$ cat src/rtl/leds_seq_pkg.sv
// leds_sequencer shared types: FSM encoding,
// pattern modes and their initial LED values.
package leds_seq_pkg;

  typedef enum logic [1:0] {
    IDLE  = 2'd0,
    RUN   = 2'd1,
    PAUSE = 2'd2
  } state_t;

  localparam logic [1:0] BIN   = 2'd0;
  localparam logic [1:0] ROT   = 2'd1;
  localparam logic [1:0] PING  = 2'd2;
  localparam logic [1:0] BLINK = 2'd3;

  localparam logic [4:0] INIT_BIN   = 5'b00000;
  localparam logic [4:0] INIT_ROT   = 5'b00001;
  localparam logic [4:0] INIT_PING  = 5'b00001;
  localparam logic [4:0] INIT_BLINK = 5'b11111;

  function automatic logic [4:0] init_pat(
    input logic [1:0] m
  );
    logic [4:0] p;
    p = INIT_BIN;
    unique case (m)
      BIN:     p = INIT_BIN;
      ROT:     p = INIT_ROT;
      PING:    p = INIT_PING;
      BLINK:   p = INIT_BLINK;
      default: p = INIT_BIN;
    endcase
    return p;
  endfunction

endpackage

$ cat src/rtl/leds_sequencer_prescaler.sv
// Free-running N-bit prescaler with hold and clear;
// wrap flags the enabled terminal count.
module prescaler #(
  parameter int N = 22
) (
  input  logic clk,
  input  logic rst,
  input  logic en,
  input  logic clr,
  output logic wrap
);

  logic [N-1:0] cnt;

  always_ff @(posedge clk or posedge rst) begin
    if (rst) begin
      cnt <= '0;
    end else if (clr) begin
      cnt <= '0;
    end else if (en) begin
      cnt <= cnt + 1'b1;
    end
  end

  assign wrap = en && (cnt == {N{1'b1}});

endmodule

$ cat src/rtl/leds_sequencer.sv
// Five-LED pattern sequencer: start/pause/stop FSM
// stepping one of four patterns per prescaler wrap.
module leds_sequencer
  import leds_seq_pkg::*;
#(
  parameter int N = 22
) (
  input  logic       clk,
  input  logic       rst,
  input  logic       start,
  input  logic       stop,
  input  logic [1:0] mode,
  output logic [4:0] leds,
  output logic       busy,
  output logic       tick
);

  state_t     state_q, state_d;
  logic [4:0] leds_d;
  logic [1:0] mode_q, mode_d;
  logic       dir_q, dir_d;
  logic       busy_d, tick_d;
  logic       en, clr, wrap;

  prescaler #(.N(N)) u_pre (
    .clk  (clk),
    .rst  (rst),
    .en   (en),
    .clr  (clr),
    .wrap (wrap)
  );

  always_ff @(posedge clk or posedge rst) begin
    if (rst) begin
      state_q <= IDLE;
      leds    <= '0;
      mode_q  <= BIN;
      dir_q   <= 1'b1;
      busy    <= 1'b0;
      tick    <= 1'b0;
    end else begin
      state_q <= state_d;
      leds    <= leds_d;
      mode_q  <= mode_d;
      dir_q   <= dir_d;
      busy    <= busy_d;
      tick    <= tick_d;
    end
  end

  always_comb begin
    state_d = state_q;
    leds_d  = leds;
    mode_d  = mode_q;
    dir_d   = dir_q;
    tick_d  = 1'b0;
    en      = 1'b0;
    clr     = 1'b0;
    unique case (state_q)
      IDLE: begin
        clr    = 1'b1;
        leds_d = '0;
        if (start && !stop) begin
          state_d = RUN;
          mode_d  = mode;
          leds_d  = init_pat(mode);
          dir_d   = 1'b1;
        end
      end
      RUN: begin
        // stop freezes the prescaler even on its wrap edge
        if (stop) begin
          state_d = PAUSE;
        end else begin
          en = 1'b1;
          if (wrap) begin
            tick_d = 1'b1;
            unique case (mode_q)
              BIN:  leds_d = leds + 5'd1;
              ROT:  leds_d = {leds[3:0], leds[4]};
              PING: begin
                if (dir_q) begin
                  if (leds[4]) begin
                    leds_d = leds >> 1;
                    dir_d  = 1'b0;
                  end else begin
                    leds_d = leds << 1;
                  end
                end else begin
                  if (leds[0]) begin
                    leds_d = leds << 1;
                    dir_d  = 1'b1;
                  end else begin
                    leds_d = leds >> 1;
                  end
                end
              end
              BLINK:   leds_d = ~leds;
              default: leds_d = leds;
            endcase
          end
        end
      end
      PAUSE: begin
        if (stop) begin
          state_d = IDLE;
          leds_d  = '0;
          clr     = 1'b1;
          dir_d   = 1'b1;
        end else if (start) begin
          state_d = RUN;
        end
      end
      default: begin
        state_d = IDLE;
        leds_d  = '0;
        clr     = 1'b1;
      end
    endcase
    busy_d = (state_d != IDLE);
  end

endmodule

$ cat config.mk
export PLATFORM = sky130hd
export DESIGN_NAME = leds_sequencer
export DESIGN_NICKNAME = d
export VERILOG_FILES = /design/src/rtl/leds_seq_pkg.sv /design/src/rtl/leds_sequencer_prescaler.sv /design/src/rtl/leds_sequencer.sv
export SDC_FILE = /design/constraint.sdc
export NUM_CORES = 1
export LEC_CHECK = 0
export CORE_UTILIZATION = 30
export CTS_BUF_LIST = sky130_fd_sc_hd__clkbuf_4 sky130_fd_sc_hd__clkbuf_8
export CTS_CLUSTER_DIAMETER = 50
export DETAILED_ROUTE_END_ITERATION = 12
export RECOVER_POWER = 50
export REMOVE_ABC_BUFFERS = 1
export SETUP_SLACK_MARGIN = 0.02
export SLEW_MARGIN = 40
export SYNTH_ARGS = -nofsm -noshare
export SYNTH_HDL_FRONTEND = slang
export SYNTH_SLANG_ARGS = --single-unit
$ cat constraint.sdc
create_clock -name clk -period 4.3 [get_ports clk]
set_clock_uncertainty 0.15 [all_clocks]
set_input_delay 1.29 -clock clk [delete_from_list [all_inputs] [get_ports clk]]
set_output_delay 1.29 -clock clk [all_outputs]
set_load 0.1 [all_outputs]
### After elaboration in Yosys (flattened, before gate mapping)

Cells that the tools add are included.

* output and inout port bits: 7
* word-level logic and storage cells: 70
* register bits: 34
* input port bits: 6

* equal/unequal tests: 14
* multiplexer cells: 33
* bitwise logic cells: 1
* reductions and logical operators: 13
* $add $sub $neg: 2

Operators by type and width (count)
* $mux 22: 2
* $mux 5: 7
* $pmux 5 s3: 2
* $add 22x1->22 const B: 1
* $eq 22x22->1 const B: 1
* $pmux 5 s4: 1
* $mux 1: 14
* $eq 2x2->1 const B: 5
* $mux 2: 4
* $ne 2x2->1 const B: 4
* $eq 2x1->1 const B: 3
* $logic_not 2->1: 3
* $pmux 2 s3: 1
* $reduce_and 6->1: 1
* $add 5x1->5 const B: 1
* $not 5->5: 1
* $reduce_bool 2->1: 2
* $pmux 1 s3: 1
* $reduce_and 3->1: 1
* $reduce_bool 3->1: 1
* $logic_and 1x1->1: 2
* $ne 2x1->1 const B: 1
* $pmux 1 s2: 1
* $reduce_and 2->1: 1
* other kinds (2): 2

### Longest topological paths before layout

* depth in word-level cells: 6
* depth in mapped cells: 8
* mapped depth without buffers: 7

### Cells and area by module

Synthesis repeated with hierarchy kept, for this count alone.

* cell total of the unflattened synthesis: 217
* area total of the unflattened synthesis: 2029.4 um^2

Modules (own cells, without submodules)
* prescaler: area an instance 1157.4 um^2, sequential area each 550.5 um^2, cells each 121, instances 1
* leds_sequencer: area an instance 872.1 um^2, sequential area each 301.5 um^2, cells each 96, instances 1

### Least setup slack after synthesis

OpenSTA, ideal clock, no wires.

* path type: input-to-reg
* from: input stop
* to: register u_pre.cnt[19]
* library setup time: 0.095 ns
* setup slack: 1.731 ns
* arrival: 2.324 ns
* data required time: 4.055 ns
* path buffers: 1
* stages: 5
* path through: or3b_2 > nand2_1 > clkbuf_1 > o21ai_0 > o31ai_1

* word-level cells in the longest chain between the ends: 3
* elaborated cells on any way between the ends: 6
* classes of those cells: mux: 5; reduce/logical: 1

RTL lines
* start, declared: RTL line leds_sequencer.sv:11 `input logic stop,`
* $mux 1, on equally long branches: RTL line leds_sequencer.sv:105, leds_sequencer.sv:72
* $pmux 1 s2 / $mux 1 (equally long branches): RTL line leds_sequencer.sv:59 `unique case (state_q)`
* $mux 22 / $reduce_bool 2->1 (equally long branches)
* end signal, assigned: RTL line leds_sequencer_prescaler.sv:21 `cnt <= cnt + 1'b1;`
* end, declared: RTL line leds_sequencer_prescaler.sv:13 `logic [N-1:0] cnt;`

Parallel ways exist; a longest one is shown, timed or not.
A chain may end at the register's enable or synchronous reset.

### Final worst setup path

* from: input stop
* to: register u_pre.cnt[12]

The elaborated chain is that of the path after synthesis.

==> reports/results.ini <==
[job]
drv_cap=0

[synthesis]
synth_area_leaders=dfrtp_1, o21ai_0, a21oi_1, nand3_1, nand2_1
synth.distinct_cells=47
synth-edff-count=0
synth.cell_area_um2=2071
syn_avg_cell_area_um2=8.487
yosysSeqAreaShare=0.4115
synth_seq_cells=34
synth_top_cell_by_area=dfrtp_1
async_reset_ff_frac=1.000
synth.most_common_cell=o21ai_0
yosysWarnings=0
synth_top_area_share=0.3988
netlist_instances=244
synth_ff_type=dfrtp_1
synthTopCellsByCount=o21ai_0, dfrtp_1, nand2_1

[timing]
relSlewSlack=0.2298
period_share=0.7546
period_minus_slack_ns=3.245
grt_setup_unrepaired=no
drv_slew=0
tightest_slew_ns=1.160
fin_tns_setup_ns=0
timing.hold.ws_ns=0.3407
finalHoldViolCount=0
timing.fmax_mhz=308.2
setup_viol=0

[clocking]
cts_buffers=5
cts_setup_buffers=0
cts_resized=0
insertion_delay_ns=0.29
cts_max_level=2
cts_root_buffer=clkbuf_8
cts.clk_slew.worst_paths_ns=0.07
clock_path_buffers=2
cts_tree=built
cts.sinks=34
holdBufCountCts=0

[worst_setup_path]
worstPathCellList=dlygate4sd3_1, or3b_2, nand2_1, nor4_1, xnor2_1, nor2_1
cpLargestDelayFamily=simple AND/OR/NAND/NOR gates
worstPathArrival_ns=3.26
path_class=in2reg
max_stage_delay_ns=0.73
crit_path_max_fanout=16
worst_path_max_delay_cell=dlygate4sd3_1
path_buf_inv=1
critical_path_required_ns=4.31
setup.worst_path.end_class=flop
worstSetupStartpointType=input port

[power]
p_leak_nw=0.9052
peakVddDrop_mv=0.1365
p_per_area_nw_per_um2=377.2
power_uw=875.9

[die]
dieArea_um2=7239
chipHeight_um=85.08
core_um2=6495
die_x_um=85.08
rows=29
io_pins=13
start_util=0.3188

[global_route]
globalRoute.totalOverflow=0
grt_pass1_vias=1686
grt_pass1_wl_um=8045
grt_max_degree=20
grt_use_total=0.1388
antenna_found_initial=0

[placement]
io_buffers=12
dp_hpwl_um=3124
globalplace.congestion=0.7590

[status]
status=finished clean

[finish]
drive_gt1_frac=0.1205
nets=257
diodes=0
area_delta_synth_final_pct=12.15

[route]
dr.pass1.iters=4
antenna_left=0
drt-initial-drc-count=107
wl_per_cell_um=13.88
viasPerCell=5.558
vias=1812
drc=0
drt_wl_total_um=4524

[hold_path]
hold_path_class=reg2reg

## where the power goes
part	leakage, nW	internal [mW]	switching, mW
clock network	0.0575	0.162	0.117
registers	0.461	0.336	0.0488
logic	0.386	0.0689	0.144
total	0.905	0.566	0.310
## registers in the layout (all words and copies together), names as in the netlist
name,count
u_pre.cnt,22
mode_q,2
dir_q,1
state_q,2
busy,1
leds,5
tick,1
## metal layers
| metal | up-vias | GRT usage | wire, um |
|---|---|---|---|
| li1 | 908 | - | - |
| met1 | 866 | 0.1881 | 2188 |
| met2 | 30 | 0.2221 | 2126 |
| met3 | 8 | 0.02432 | 137 |
| met4 | 0 | 0.05085 | 72 |
| met5 | - | 0 | 0 |
## logic make-up after synthesis
group	count (synthesis)	share of synthesized area
AND/OR/NAND/NOR	88	0.2254
AO/OA/AOI/OAI	81	0.2381
flip-flops	34	0.4115
buffers and inverters	25	0.04592
XOR/XNOR	7	0.02961
multiplexers	6	0.03142
adder cells (fa/ha/maj)	3	0.01813
## per-stage QoR
stage | util | cell area (um^2) | worst slack [ns] | std cells
2_1_floorplan | - | 2002 | 1.738 | 226
3_3_place_gp | 0.3435 | 2231 | 0.8033 | 318
3_5_place_dp | 0.3419 | 2221 | 0.7663 | 318
4_1_cts | 0.3589 | 2331 | 1.085 | 326
5_1_grt | 0.3575 | 2322 | 0.7782 | 326
6_report | 0.3575 | 2322 | 1.055 | 326
## final cells by class
cell class | count | area [um^2]
Timing Repair Buffer | 15 | 108.9
Multi-Input combinational cell | 185 | 1129
Sequential cell | 34 | 852.1
Fill cell | 683 | 4173
Inverter | 7 | 26.28
Clock buffer | 8 | 110.1
Tap cell | 77 | 96.34
## placed cells by master, fill, tap and decap left out, drive strengths merged, types with 4 or more instances in the layout
| master | count |
|---|---|
| dfrtp | 33 |
| inv | 6 |
| o31ai | 4 |
| nand4 | 8 |
| mux2 | 4 |
| nand3 | 14 |
| a21oi | 16 |
| o21ai | 35 |
| buf | 7 |
| nor2 | 13 |
| nor3 | 8 |
| nor2b | 4 |
| clkbuf | 11 |
| nand2b | 6 |
| a31oi | 7 |
| xnor2 | 5 |
| nand2 | 18 |
| a22o | 4 |
| o22ai | 4 |
## final timing paths
kind / endpoint / cells past startpoint / from / slack, ns
max: u_pre.cnt[12] / 6 / stop / 1.06
min: u_pre.cnt[18] / 1 / u_pre.cnt[18] / 0.34
max reg2reg: leds[0] / 6 / u_pre.cnt[0] / 1.82
min reg2reg: u_pre.cnt[18] / 1 / u_pre.cnt[18] / 0.34
max in group asynchronous: u_pre.cnt[3] / 3 / rst / 1.87
min in group asynchronous: leds[0] / 2 / rst / 1.32
No activity file was read; power rests on OpenSTA's default activity.
